## config.mk

```make
export PLATFORM = sky130hd
export DESIGN_NAME = uart_song_loader
export DESIGN_NICKNAME = d
export VERILOG_FILES = /design/src/rtl/game_pkg.sv /design/src/rtl/uart_song_loader_rx_sync.sv /design/src/rtl/uart_song_loader.sv
export SDC_FILE = /design/constraint.sdc
export NUM_CORES = 1
export LEC_CHECK = 0
export ABC_AREA = 1
export CORE_MARGIN = 1
export CORE_UTILIZATION = 35
export CTS_BUF_LIST = sky130_fd_sc_hd__clkbuf_8 sky130_fd_sc_hd__clkbuf_16
export DETAILED_ROUTE_END_ITERATION = 12
export HOLD_SLACK_MARGIN = 0.06
export SLEW_MARGIN = 30
export SYNTH_ARGS = -nofsm -noshare
export SYNTH_HDL_FRONTEND = slang
export SYNTH_HIERARCHICAL = 1
export SYNTH_SLANG_ARGS = --single-unit
export TNS_END_PERCENT = 50
```

## constraint.sdc

```tcl
create_clock -name clk -period 3.2 [get_ports clk]
set_clock_uncertainty 0.15 [all_clocks]
set_input_delay 0.96 -clock clk [delete_from_list [all_inputs] [get_ports clk]]
set_output_delay 0.96 -clock clk [all_outputs]
set_load 0.005 [all_outputs]
```

## src/rtl/game_pkg.sv

```systemverilog
// Shared constants and types for the song-upload path: mode values, framing bytes
// and the loader FSM state encoding.
package game_pkg;

    localparam logic [2:0] MODE_EDIT = 3'd4;

    localparam logic [7:0] SOF_BYTE = 8'hA5;
    localparam logic [7:0] ACK_BYTE = 8'h06;
    localparam logic [7:0] NAK_BYTE = 8'h15;

    typedef enum logic [1:0] {
        IDLE,
        DATA,
        CSUM,
        RESP
    } loader_state_t;

endpackage

```

## src/rtl/uart_song_loader_rx_sync.sv

```systemverilog
// Brings the asynchronous rxready level into the clk domain and turns each rising
// edge into a single-cycle byte_valid strobe.
module rx_strobe_sync (
    input  logic clk,
    input  logic reset,
    input  logic async_in,
    output logic byte_valid
);

    logic [2:0] sync_q;

    // Two flops for metastability, the third remembers the previous level for the edge detect
    always_ff @(posedge clk) begin
        if (reset) begin
            sync_q <= 3'b000;
        end else begin
            sync_q <= {sync_q[1:0], async_in};
        end
    end

    assign byte_valid = sync_q[1] & ~sync_q[2];

endmodule

```

## src/rtl/uart_song_loader.sv

```systemverilog
// Receive end of the song-upload link: parses SOF/8 data/checksum frames from the UART,
// commits the two note lanes on a good checksum and answers ACK or NAK.
module uart_song_loader
    import game_pkg::*;
#(
    parameter logic [2:0]  EDIT_MODE      = MODE_EDIT,
    parameter logic [23:0] TIMEOUT_CYCLES = 24'd1200000,
    parameter logic [31:0] DEFAULT_NOTES1 = 32'hAAAAAAAA,
    parameter logic [31:0] DEFAULT_NOTES2 = 32'hCCCCCCCC
) (
    input  logic        clk,
    input  logic        reset,
    input  logic [2:0]  mode,
    input  logic [7:0]  rxdata,
    input  logic        rxready,
    output logic        rxclk,
    input  logic        txready,
    output logic [7:0]  txdata,
    output logic        txclk,
    output logic [31:0] notes1,
    output logic [31:0] notes2,
    output logic        load_done,
    output logic        busy
);

    loader_state_t state, state_n;

    logic        byte_valid;
    logic        in_edit;
    logic        timeout;
    logic [2:0]  cnt;
    logic [7:0]  chk;
    logic [23:0] idle_cnt;
    logic [31:0] shadow1;
    logic [31:0] shadow2;

    rx_strobe_sync u_rx_sync (
        .clk        (clk),
        .reset      (reset),
        .async_in   (rxready),
        .byte_valid (byte_valid)
    );

    assign in_edit = (mode == EDIT_MODE);
    assign timeout = (idle_cnt == TIMEOUT_CYCLES - 24'd1);

    always_ff @(posedge clk) begin
        if (reset) begin
            state <= IDLE;
        end else begin
            state <= state_n;
        end
    end

    // Leaving edit mode aborts a frame, and a byte landing together with the timeout beats it
    always_comb begin
        state_n = state;
        txclk   = 1'b0;
        busy    = (state != IDLE);
        case (state)
            IDLE: begin
                if (byte_valid && in_edit && rxdata == SOF_BYTE) begin
                    state_n = DATA;
                end
            end
            DATA: begin
                if (!in_edit) begin
                    state_n = IDLE;
                end else if (byte_valid) begin
                    if (cnt == 3'd7) begin
                        state_n = CSUM;
                    end
                end else if (timeout) begin
                    state_n = RESP;
                end
            end
            CSUM: begin
                if (!in_edit) begin
                    state_n = IDLE;
                end else if (byte_valid || timeout) begin
                    state_n = RESP;
                end
            end
            RESP: begin
                if (txready) begin
                    txclk   = 1'b1;
                    state_n = IDLE;
                end
            end
            default: state_n = IDLE;
        endcase
    end

    // Datapath: bytes shift in MSB-first, so D0 ends up in bits 31:24 of its lane
    always_ff @(posedge clk) begin
        if (reset) begin
            cnt       <= 3'd0;
            chk       <= 8'h00;
            idle_cnt  <= 24'd0;
            shadow1   <= 32'h0;
            shadow2   <= 32'h0;
            notes1    <= DEFAULT_NOTES1;
            notes2    <= DEFAULT_NOTES2;
            txdata    <= 8'h00;
            rxclk     <= 1'b0;
            load_done <= 1'b0;
        end else begin
            rxclk     <= byte_valid;
            load_done <= 1'b0;

            if ((state == DATA || state == CSUM) && !byte_valid) begin
                idle_cnt <= idle_cnt + 24'd1;
            end else begin
                idle_cnt <= 24'd0;
            end

            case (state)
                IDLE: begin
                    if (state_n == DATA) begin
                        cnt     <= 3'd0;
                        chk     <= 8'h00;
                        shadow1 <= 32'h0;
                        shadow2 <= 32'h0;
                    end
                end
                DATA: begin
                    if (in_edit && byte_valid) begin
                        chk <= chk ^ rxdata;
                        cnt <= cnt + 3'd1;
                        if (!cnt[2]) begin
                            shadow1 <= {shadow1[23:0], rxdata};
                        end else begin
                            shadow2 <= {shadow2[23:0], rxdata};
                        end
                    end else if (state_n == RESP) begin
                        txdata <= NAK_BYTE;
                    end
                end
                CSUM: begin
                    if (state_n == RESP) begin
                        if (byte_valid && rxdata == chk) begin
                            txdata    <= ACK_BYTE;
                            notes1    <= shadow1;
                            notes2    <= shadow2;
                            load_done <= 1'b1;
                        end else begin
                            txdata <= NAK_BYTE;
                        end
                    end
                end
                default: ;
            endcase
        end
    end

endmodule

```

==> reports/qor.txt <==
Fin. Hold Viols = 0
Max transition margin = 56.3%
Largest net degree at the start of global routing = 63
I/O pin count = 91
Row cnt = 53
Setup crit end kind = output pin
Clock Tree Buf Depth = 2
Synth async-reset ratio = 0%
Post-Layout Cell Count = 1453
RSZ-0062 raised after global routing = no
Via count = 6682
DRC errors left = 0
Post-CTS Setup Bufs = 0
Dpl ws = -87.4 ps
Met3 Wirelength = 590 µm
# hold bufs at CTS = 0
FMAX = 0.320 GHz
Worst path required time = 2090 ps
Synthesis-to-layout area growth = 26.8%
Tightest Pin Transition = 655 ps
Setup slack after layout = 73.8 ps
Final antenna-violating net count = 0
Post-detail-place hpwl = 11.8 mm
Final setup TNS = 0 ps
CP Class = input pin to output pin
DRT met1 WL = 8.68 mm
Max layer used = met4
Clock transition at path regs = 70 ps
Worst reg2reg startpoint = state[0]
DR WL met2 = 8.05 mm
Static Leakage = 0.00429 µW
Remaining Overflow, GRT = 0
Fill count = 2128
Netlist cell types = 35
Final Core Density = 45.3%
Syn Area/Cell = 6.93 µm²
Peak supply drop = 0.368 mV
Cts repair resizes = 0
Register area = 0.00346 mm²
Drt first pass iters = 5
Initial antenna violation count = 0
Clk root buf = clkbuf_16
Main synth FF type = dfxtp_1
Power per cell area = 574 mW/mm²
Routed wire length = 17.6 mm
Final net count = 1188
Initial Util = 35.7%
Number of global-route vias before repair = 6110
Core ar. = 0.0211 mm²
Number of synthesized flops with an enable pin = 0
1st-iter DRT viols = 352
Setup-failing EPs final = 0
Hold path start = u_rx_sync/sync_q[0]
Status = finished, final reports clean
Post-Synthesis Cells = 1087
Ratio of cells with drive above 1 in the final layout = 7.81%
CTS tree = yes
Routed wire per std cell = 12.1 µm
Final Critical Period = 3130 ps
Worst setup SP type = input pin
Worst setup path start = txready
Max-slew violation count = 0
Total CTS buffers = 17
H-tree levels = 4
Yosys warning total = 6
Multi-input logic area = 0.00339 mm²
Placed instance count = 1421
GPL Wtd Cong = 0.800
Crit path max fanout = 2
Worst Path Arrival = 2020 ps
Total Power = 5480 µW
Post-Syn Area = 0.00753 mm²
Clock sinks = 173
Die height = 149 µm
Chip width = 149 µm
Die area = 0.0221 mm²
GRT Overall Usage = 16.8%
Number of vias per cell = 4.60
Sequential share of the synthesized area = 46.0%
Number of synthesized register bits = 173
Number of port buffers = 86
Max-cap viol count = 0
Final period utilization = 97.7%
Min-delay worst type = flip-flop to flip-flop
First-pass GRT wire length = 29.8 mm
# diodes = 0
Worst-Skew Late Latency = 440 ps
## through the flow
step                      hold WS [ps]  area, µm²
final                              260       9550
after global routing               281       9550
after CTS                          253       9550
after detailed placement           242       8890
after global placement             240       8890
after floorplan                    238       7540
## sequential cells by signal (all words and copies together) (netlist names)
signal / cells
chk: 8
cnt: 3
idle_cnt: 24
load_done: 1
notes1: 32
notes2: 32
rxclk: 1
shadow1: 32
shadow2: 32
state: 2
txdata: 3
u_rx_sync/sync_q: 3
## per-layer routing
layer / GRT usage, % / vias to the layer above
li1: - / 3561
met1: 22.0 / 2992
met2: 27.0 / 111
met3: 3.65 / 18
met4: 6.13 / 0
met5: 0 / -
## Yosys cell counts (9+ instances only)
cell type,number,area (µm²)
nand2_1,265,995
nor2_1,199,747
dfxtp_1,173,3460
inv_1,94,353
a21oi_1,87,435
nand3_1,86,430
clkbuf_1,32,120
buf_2,25,125
o21ai_0,23,115
o21ai_1,21,105
o211ai_1,9,67.6
xor2_1,9,78.8
## worst max-delay path, cell delays in order
cell	delay [ps]
clkdlybuf4s50_1	480
nand2_1	50
inv_1	50
clkdlybuf4s50_1	480
## logic make-up (layout without fill, tap and decap cells)
| logic type | Yosys count | in the layout | synth area share (%) |
|---|---|---|---|
| AO/OA/AOI/OAI | 145 | 145 | 10.2 |
| XOR/XNOR | 14 | 14 | 1.63 |
| adder cells (fa/ha/maj) | 8 | 8 | 1.33 |
| buffers and inverters | 168 | 256 | 9.34 |
| flip-flops | 173 | 173 | 46.0 |
| other | 1 | 4 | 0.0498 |
| AND/OR/NAND/NOR | 578 | 578 | 31.4 |
## worst paths after layout
| path | endpoint | slack, ps | depth (start not counted) |
|---|---|---|---|
| setup / recovery | txclk | 70 | 4 |
| hold / removal | u_rx_sync/sync_q[1] | 260 | 2 |
| setup reg to reg | shadow1[0] | 650 | 16 |
| hold reg to reg | u_rx_sync/sync_q[1] | 260 | 2 |
## where the power goes
part / leakage [µW] / switching (µW) / internal, µW
sequential: 0.00140 / 108 / 2310
clock: 0.000310 / 919 / 1400
combinational: 0.00258 / 440 / 306
total: 0.00429 / 1470 / 4010
## area by class of cell
cell class                 count  area share, %
tap                          275           3.60
sequential                   173           36.3
clock inverter                15           2.45
timing repair buffer         124           13.7
clock buffer                  17           4.46
inverter                     100           3.96
multi-input combinational    749           35.5
## placed cells by master (no fill, tap or decap), types with 2 or more instances in the layout
cell,n
nand4_1,5
xnor2_1,5
o21ai_0,23
clkbuf_16,17
o21ai_1,20
clkdlybuf4s50_1,86
nor3_1,6
inv_1,93
inv_6,2
inv_8,2
a21oi_1,87
nor2_2,2
clkinvlp_4,4
nor2_1,199
xor2_1,9
nand3_1,86
buf_4,25
nand2_1,265
inv_2,6
buf_12,13
ha_1,7
nor3_2,2
bufinv_16,5
nor4_1,2
nand2_2,4
nor3b_1,2
o211ai_1,9
conb_1,4
dfxtp_1,173
No activity file was read; power rests on OpenSTA's default activity.
